`src/rtl/fxp_pkg.sv`:
```
// Shared definitions for the fixed-point adder arbiter: FSM encoding and default formats.
package fxp_pkg;

    typedef enum logic [1:0] {
        ST_IDLE = 2'd0,
        ST_ADD  = 2'd1,
        ST_HOLD = 2'd2
    } state_t;

    localparam int DEF_NREQ = 4;
    localparam int DEF_IDW  = 2;
    localparam int DEF_WI1  = 8;
    localparam int DEF_WF1  = 8;
    localparam int DEF_WI2  = 8;
    localparam int DEF_WF2  = 8;
    localparam int DEF_WIO  = 11;
    localparam int DEF_WFO  = 8;
    localparam int DEF_OCW  = 16;

endpackage

```
`src/rtl/FixedPoint_Adder.sv`:
```
// Signed fixed-point adder: aligns fractions, sums exactly, then truncates/wraps to WIO.WFO
// and flags sums whose integer part does not fit in WIO bits.
module FixedPoint_Adder #(
    parameter int WI1 = 8,
    parameter int WF1 = 8,
    parameter int WI2 = 8,
    parameter int WF2 = 8,
    parameter int WIO = 11,
    parameter int WFO = 8
) (
    input  logic [WI1+WF1-1:0] in1,
    input  logic [WI2+WF2-1:0] in2,
    output logic [WIO+WFO-1:0] FixedPoint_Add_Out,
    output logic               overFlow
);
    localparam int WFM = (WF1 > WF2) ? WF1 : WF2;
    localparam int FW  = (WFM > WFO) ? WFM : WFO;
    localparam int WIM = ((WI1 > WI2) ? WI1 : WI2) + 1;
    localparam int IW  = (WIM > WIO) ? WIM : WIO;
    localparam int W   = IW + FW;

    logic [W-1:0]            a_ext;
    logic [W-1:0]            b_ext;
    logic [W-1:0]            sum;
    logic [W-FW-WIO:0]       top;

    // The working width holds the exact sum, so only the final narrowing can overflow.
    assign a_ext = W'(signed'(in1)) << (FW - WF1);
    assign b_ext = W'(signed'(in2)) << (FW - WF2);
    assign sum   = a_ext + b_ext;

    assign FixedPoint_Add_Out = sum[FW-WFO +: WIO+WFO];
    assign top                = sum[W-1:FW+WIO-1];
    assign overFlow           = !((&top) || (~|top));

endmodule

```
`src/rtl/rr_arbiter.sv`:
```
// Round-robin grant: first set request bit searching circularly upward from ptr.
module rr_arbiter #(
    parameter int NREQ = 4,
    parameter int IDW  = 2
) (
    input  logic [NREQ-1:0] req,
    input  logic [IDW-1:0]  ptr,
    output logic [NREQ-1:0] grant,
    output logic [IDW-1:0]  gidx
);
    logic           found;
    logic [IDW-1:0] idx;

    always_comb begin
        grant = '0;
        gidx  = '0;
        found = 1'b0;
        idx   = '0;
        for (int i = 0; i < NREQ; i++) begin
            // IDW-bit addition wraps naturally since NREQ is a power of two.
            idx = ptr + IDW'(i);
            if (!found && req[idx]) begin
                found = 1'b1;
                gidx  = idx;
            end
        end
        if (found) grant[gidx] = 1'b1;
    end

endmodule

```
`src/rtl/fixedpoint_add_arbiter.sv`:
```
// Shares one FixedPoint_Adder among NREQ requesters with round-robin arbitration,
// a held result port and a saturating overflow counter.
module fixedpoint_add_arbiter
    import fxp_pkg::*;
#(
    parameter int NREQ = DEF_NREQ,
    parameter int IDW  = DEF_IDW,
    parameter int WI1  = DEF_WI1,
    parameter int WF1  = DEF_WF1,
    parameter int WI2  = DEF_WI2,
    parameter int WF2  = DEF_WF2,
    parameter int WIO  = DEF_WIO,
    parameter int WFO  = DEF_WFO,
    parameter int OCW  = DEF_OCW
) (
    input  logic                   clk,
    input  logic                   rst,
    input  logic [NREQ-1:0]        req_valid,
    output logic [NREQ-1:0]        req_ready,
    input  logic [NREQ*(WI1+WF1)-1:0] req_in1,
    input  logic [NREQ*(WI2+WF2)-1:0] req_in2,
    output logic                   res_valid,
    input  logic                   res_ready,
    output logic [WIO+WFO-1:0]     res_data,
    output logic [IDW-1:0]         res_id,
    output logic                   res_ovf,
    output logic                   busy,
    output logic [OCW-1:0]         ovf_cnt
);
    localparam int W1 = WI1 + WF1;
    localparam int W2 = WI2 + WF2;
    localparam int WO = WIO + WFO;

    state_t          state_q, state_d;
    logic [IDW-1:0]  rr_ptr_q;
    logic [IDW-1:0]  gidx_q;
    logic [W1-1:0]   op1_q;
    logic [W2-1:0]   op2_q;
    logic            res_valid_q;
    logic [WO-1:0]   res_data_q;
    logic [IDW-1:0]  res_id_q;
    logic            res_ovf_q;
    logic [OCW-1:0]  ovf_cnt_q;

    logic [NREQ-1:0] arb_grant;
    logic [IDW-1:0]  arb_idx;
    logic [W1-1:0]   sel_in1;
    logic [W2-1:0]   sel_in2;
    logic [WO-1:0]   add_out;
    logic            add_ovf;

    rr_arbiter #(
        .NREQ (NREQ),
        .IDW  (IDW)
    ) u_arb (
        .req   (req_valid),
        .ptr   (rr_ptr_q),
        .grant (arb_grant),
        .gidx  (arb_idx)
    );

    FixedPoint_Adder #(
        .WI1 (WI1),
        .WF1 (WF1),
        .WI2 (WI2),
        .WF2 (WF2),
        .WIO (WIO),
        .WFO (WFO)
    ) u_add (
        .in1                (op1_q),
        .in2                (op2_q),
        .FixedPoint_Add_Out (add_out),
        .overFlow           (add_ovf)
    );

    always_comb begin
        sel_in1 = '0;
        sel_in2 = '0;
        for (int i = 0; i < NREQ; i++) begin
            if (arb_idx == IDW'(i)) begin
                sel_in1 = req_in1[i*W1 +: W1];
                sel_in2 = req_in2[i*W2 +: W2];
            end
        end
    end

    always_ff @(posedge clk) begin
        if (rst) state_q <= ST_IDLE;
        else     state_q <= state_d;
    end

    always_comb begin
        state_d = state_q;
        unique case (state_q)
            ST_IDLE: if (|req_valid) state_d = ST_ADD;
            ST_ADD:  state_d = ST_HOLD;
            ST_HOLD: if (res_ready) state_d = ST_IDLE;
            default: state_d = ST_IDLE;
        endcase
    end

    always_comb begin
        req_ready = (state_q == ST_IDLE) ? arb_grant : '0;
        busy      = (state_q != ST_IDLE);
    end

    always_ff @(posedge clk) begin
        if (rst) begin
            rr_ptr_q    <= '0;
            gidx_q      <= '0;
            op1_q       <= '0;
            op2_q       <= '0;
            res_valid_q <= 1'b0;
            res_data_q  <= '0;
            res_id_q    <= '0;
            res_ovf_q   <= 1'b0;
            ovf_cnt_q   <= '0;
        end else begin
            unique case (state_q)
                ST_IDLE: begin
                    if (|req_valid) begin
                        op1_q    <= sel_in1;
                        op2_q    <= sel_in2;
                        gidx_q   <= arb_idx;
                        rr_ptr_q <= arb_idx + IDW'(1);
                    end
                end
                ST_ADD: begin
                    res_data_q  <= add_out;
                    res_ovf_q   <= add_ovf;
                    res_id_q    <= gidx_q;
                    res_valid_q <= 1'b1;
                    if (add_ovf && !(&ovf_cnt_q)) ovf_cnt_q <= ovf_cnt_q + OCW'(1);
                end
                ST_HOLD: begin
                    if (res_ready) res_valid_q <= 1'b0;
                end
                default: ;
            endcase
        end
    end

    assign res_valid = res_valid_q;
    assign res_data  = res_data_q;
    assign res_id    = res_id_q;
    assign res_ovf   = res_ovf_q;
    assign ovf_cnt   = ovf_cnt_q;

endmodule

```
`config.mk`:
```
export PLATFORM = sky130hd
export DESIGN_NAME = fixedpoint_add_arbiter
export DESIGN_NICKNAME = d
export VERILOG_FILES = /design/src/rtl/fxp_pkg.sv /design/src/rtl/FixedPoint_Adder.sv /design/src/rtl/rr_arbiter.sv /design/src/rtl/fixedpoint_add_arbiter.sv
export SDC_FILE = /design/constraint.sdc
export NUM_CORES = 1
export LEC_CHECK = 0
export BUFFER_PORTS_ARGS = -buffer_cell sky130_fd_sc_hd__buf_2
export CAP_MARGIN = 10
export CORE_AREA = 3 3 92 94
export CTS_CLUSTER_DIAMETER = 80
export CTS_CLUSTER_SIZE = 16
export DETAILED_ROUTE_END_ITERATION = 10
export DIE_AREA = 0 0 95 97
export PLACE_DENSITY = 0.84
export SLEW_MARGIN = 25
export SYNTH_ARGS = -nofsm -noshare
export SYNTH_HDL_FRONTEND = slang
export SYNTH_SLANG_ARGS = --single-unit
```
`constraint.sdc`:
```
create_clock -name clk -period 6.9 [get_ports clk]
set_input_delay 0.345 -clock clk [delete_from_list [all_inputs] [get_ports clk]]
set_output_delay 0.345 -clock clk [all_outputs]
set_load 0.1 [all_outputs]
```
==> metrics.cfg <==
[detailed_routing]
postRouteWirelength_um = 11400
routedWlPerCell_um = 15.3
detailroute.via_count = 4192
detail_route.drc_violations = 0
drtIter0Drc = 138
drt.antenna.violating_nets = 0
via_cell_ratio = 5.65
drt-pass1-iter-count = 4

[final_layout]
mostFrequentLayoutCell = buf_2
total_area_of_multi_input_combinational_cells_um2 = 2530
fin_util_pct = 62.7
syn_to_final_growth_pct = 22.3
final-seq-area_um2 = 1160
num-nets-final = 791
nFillCells = 700
diodes = 0
final_layout_size_suffix_gt1_share_pct = 30.8
most-common-layout-cells = 161 x buf_2, 92 x a21oi_1, 58 x dfxtp_1

[clock_network]
clk_latency_ns = 0.33
cts_tree = done
htreeDepth = 3
cts-hold-fix-buffers = 0
cts.sink_count = 58
ctsResizeCount = 0
cts_buffers = 9
clock_tree.buffer_depth = 2
cts_root_buf = clkbuf_8
clk_pin_slew_worst_paths_ns = 0.07
cts_setup_buffers = 0

[timing]
fmax_ghz = 0.289
fin_crit_sh_pct = 50.1
final_hold_violating_endpoints = 0
post_layout_minimum_cycle_time_ns = 3.46
final-max-slew-violation-count = 0
fin_setup_tns_ns = 0
finalSetupViolations = 0
finalHoldWorstSlack_ns = 0.301
max_slew.worst_pin.slew_ns = 0.956
layout_setup_ws_ns = 3.44
grt_setup_unrepaired = false
timing.clock.skew_ns = 0.00873
max-slew-margin-rel_pct = 36.3

[worst_setup_path]
startpoint_kind_of_the_worst_setup_timing_path = flip-flop
cp_max_fo = 35
critPathCaptureType = primary output
crit_required_ns = 6.55
arrival_ns = 3.11
crit_path_kind = flip-flop to primary output

[global_route]
initial_antenna_violation_count = 0
grt_use_total_pct = 24.5
grt_max_degree = 75
number_of_global_route_vias_before_repair = 3952
wire_length_of_the_first_global_routing_pass_um = 18200
grt_overflow_total = 0

[place]
io_buffer_count = 161
globalplace.congestion = 0.867
dp_hpwl_um = 8770
pre_cts_slack_ns = 3.18

[pwr]
power.density_cell_area_nw_per_um2 = 295
power.leakage_nw = 2.20
total_power_draw_w = 0.00143
irDropWorstVdd_v = 0.000128

[logic_synthesis]
primary_ff_master_synth = dfxtp_1
synth_area_leaders = dfxtp_1 29%, a21oi_1 12%, a221oi_1 6.9%
largest_area_contributor_in_the_netlist = dfxtp_1
synth.distinct_cells = 58
syn_area_um2 = 3960
yosysWarnings = 0
async_reset_ff_share_pct = 0
synth_enable_flop_cells = 0
postSynthCellCount = 506
avgSynthCellArea_um2 = 7.83
synth-seq-cells = 58
top_area_cell_type_share_of_the_netlist_area_pct = 29.3
synth-seq-area-share_pct = 29.3

[floorplanning]
start_util_pct = 51.2
die_ht_um = 97
boundaryPins = 179
row_count = 32
design.die.area_um2 = 9220
design.core.area_um2 = 7730
die_span_x_um = 95

[run_status]
outcome = completed

[hold_path]
hold_path.class = input pin to flip-flop

[job]
max_cap_violations = 0

## report_power, final
group          switching [W]  leakage (nW)  internal, W
Combinational       0.000490          1.64     0.000223
Clock               0.000141        0.0847     0.000140
Sequential         0.0000403         0.479     0.000392
## cell usage after synthesis, types with 2 or more instances
library cell  number
a211o_1            3
a211oi_1           2
a21boi_1           2
a21o_1             4
a21oi_1           92
a221oi_1          31
a311o_1            3
a31oi_1            2
a32oi_1            2
and2_1             6
and3_1             4
and3b_1            2
and4_1             3
buf_2              5
buf_4             21
buf_6              2
clkbuf_1          32
dfxtp_1           58
ha_1              20
inv_1              6
mux2i_1            4
nand2_1           28
nand2b_1           3
nand3_1            5
nor2_1            13
nor2b_1           35
nor3_1            38
nor4_1             4
o211ai_1           4
o21ai_0           40
xnor2_1            4
xor2_1             2
## layer usage
metal | track usage (%) | up-vias | share of wire, %
li1 | - | 2112 | -
met3 | 4.74 | 26 | 6.2
met4 | 10.4 | 0 | 3.3
met5 | 0 | - | 0
met2 | 41.2 | 176 | 49
met1 | 30.1 | 1878 | 41
## cell type report
class                   instances  share of cell area, %
repair buffers                163                   16.9
well taps                     102                   2.63
clock inverters                 6                  0.852
flip-flops and latches         58                   24.0
clock buffers                  10                   2.84
inverters                       6                  0.465
multi-input cells             397                   52.3
## critical path, stage by stage (launching register included)
cell and delay [ns]:
dfxtp_1 0.42, mux2i_1 0.20, nor2_1 0.05, a311oi_1 0.66, ha_2 0.79, and2_1 0.21, buf_2 0.42
## final timing paths
path	to	startpoint	slack, ns	cells past startpoint
setup / recovery	req_ready[1]	rr_ptr_q[1]	3.44	6
hold / removal	op1_q[10]	req_in1[58]	0.30	3
setup reg to reg	op2_q[12]	rr_ptr_q[1]	3.60	9
hold reg to reg	res_id[0]	gidx_q[0]	0.46	2
## per-stage QoR
stage / instances / instance area (um^2)
global placement: 726 / 4650
CTS: 742 / 4840
detailed placement: 726 / 4660
floorplan: 522 / 4020
global route: 742 / 4840
finish: 742 / 4840
## cells by family (layout without fill, tap and decap cells)
| kind of cell | after synthesis | in the layout | share of synthesized area (%) |
|---|---|---|---|
| AOI/OAI and AO/OA | 200 | 200 | 32.2 |
| and+or+nand+nor | 149 | 149 | 20.3 |
| buffers and inverters | 67 | 185 | 8.88 |
| DFF | 58 | 58 | 29.3 |
| adders and majority gates | 21 | 21 | 6.82 |
| xor gates and xnor gates | 6 | 6 | 1.33 |
| muxes | 4 | 4 | 1.01 |
| other | 1 | 17 | 0.0947 |
## flip-flops by register name (all words and copies together), names as in the netlist
name	cells
rr_ptr_q	2
op1_q	16
state_q	2
op2_q	16
res_data	17
res_id	2
res_valid	1
gidx_q	2
No activity file was read; power rests on OpenSTA's default activity.
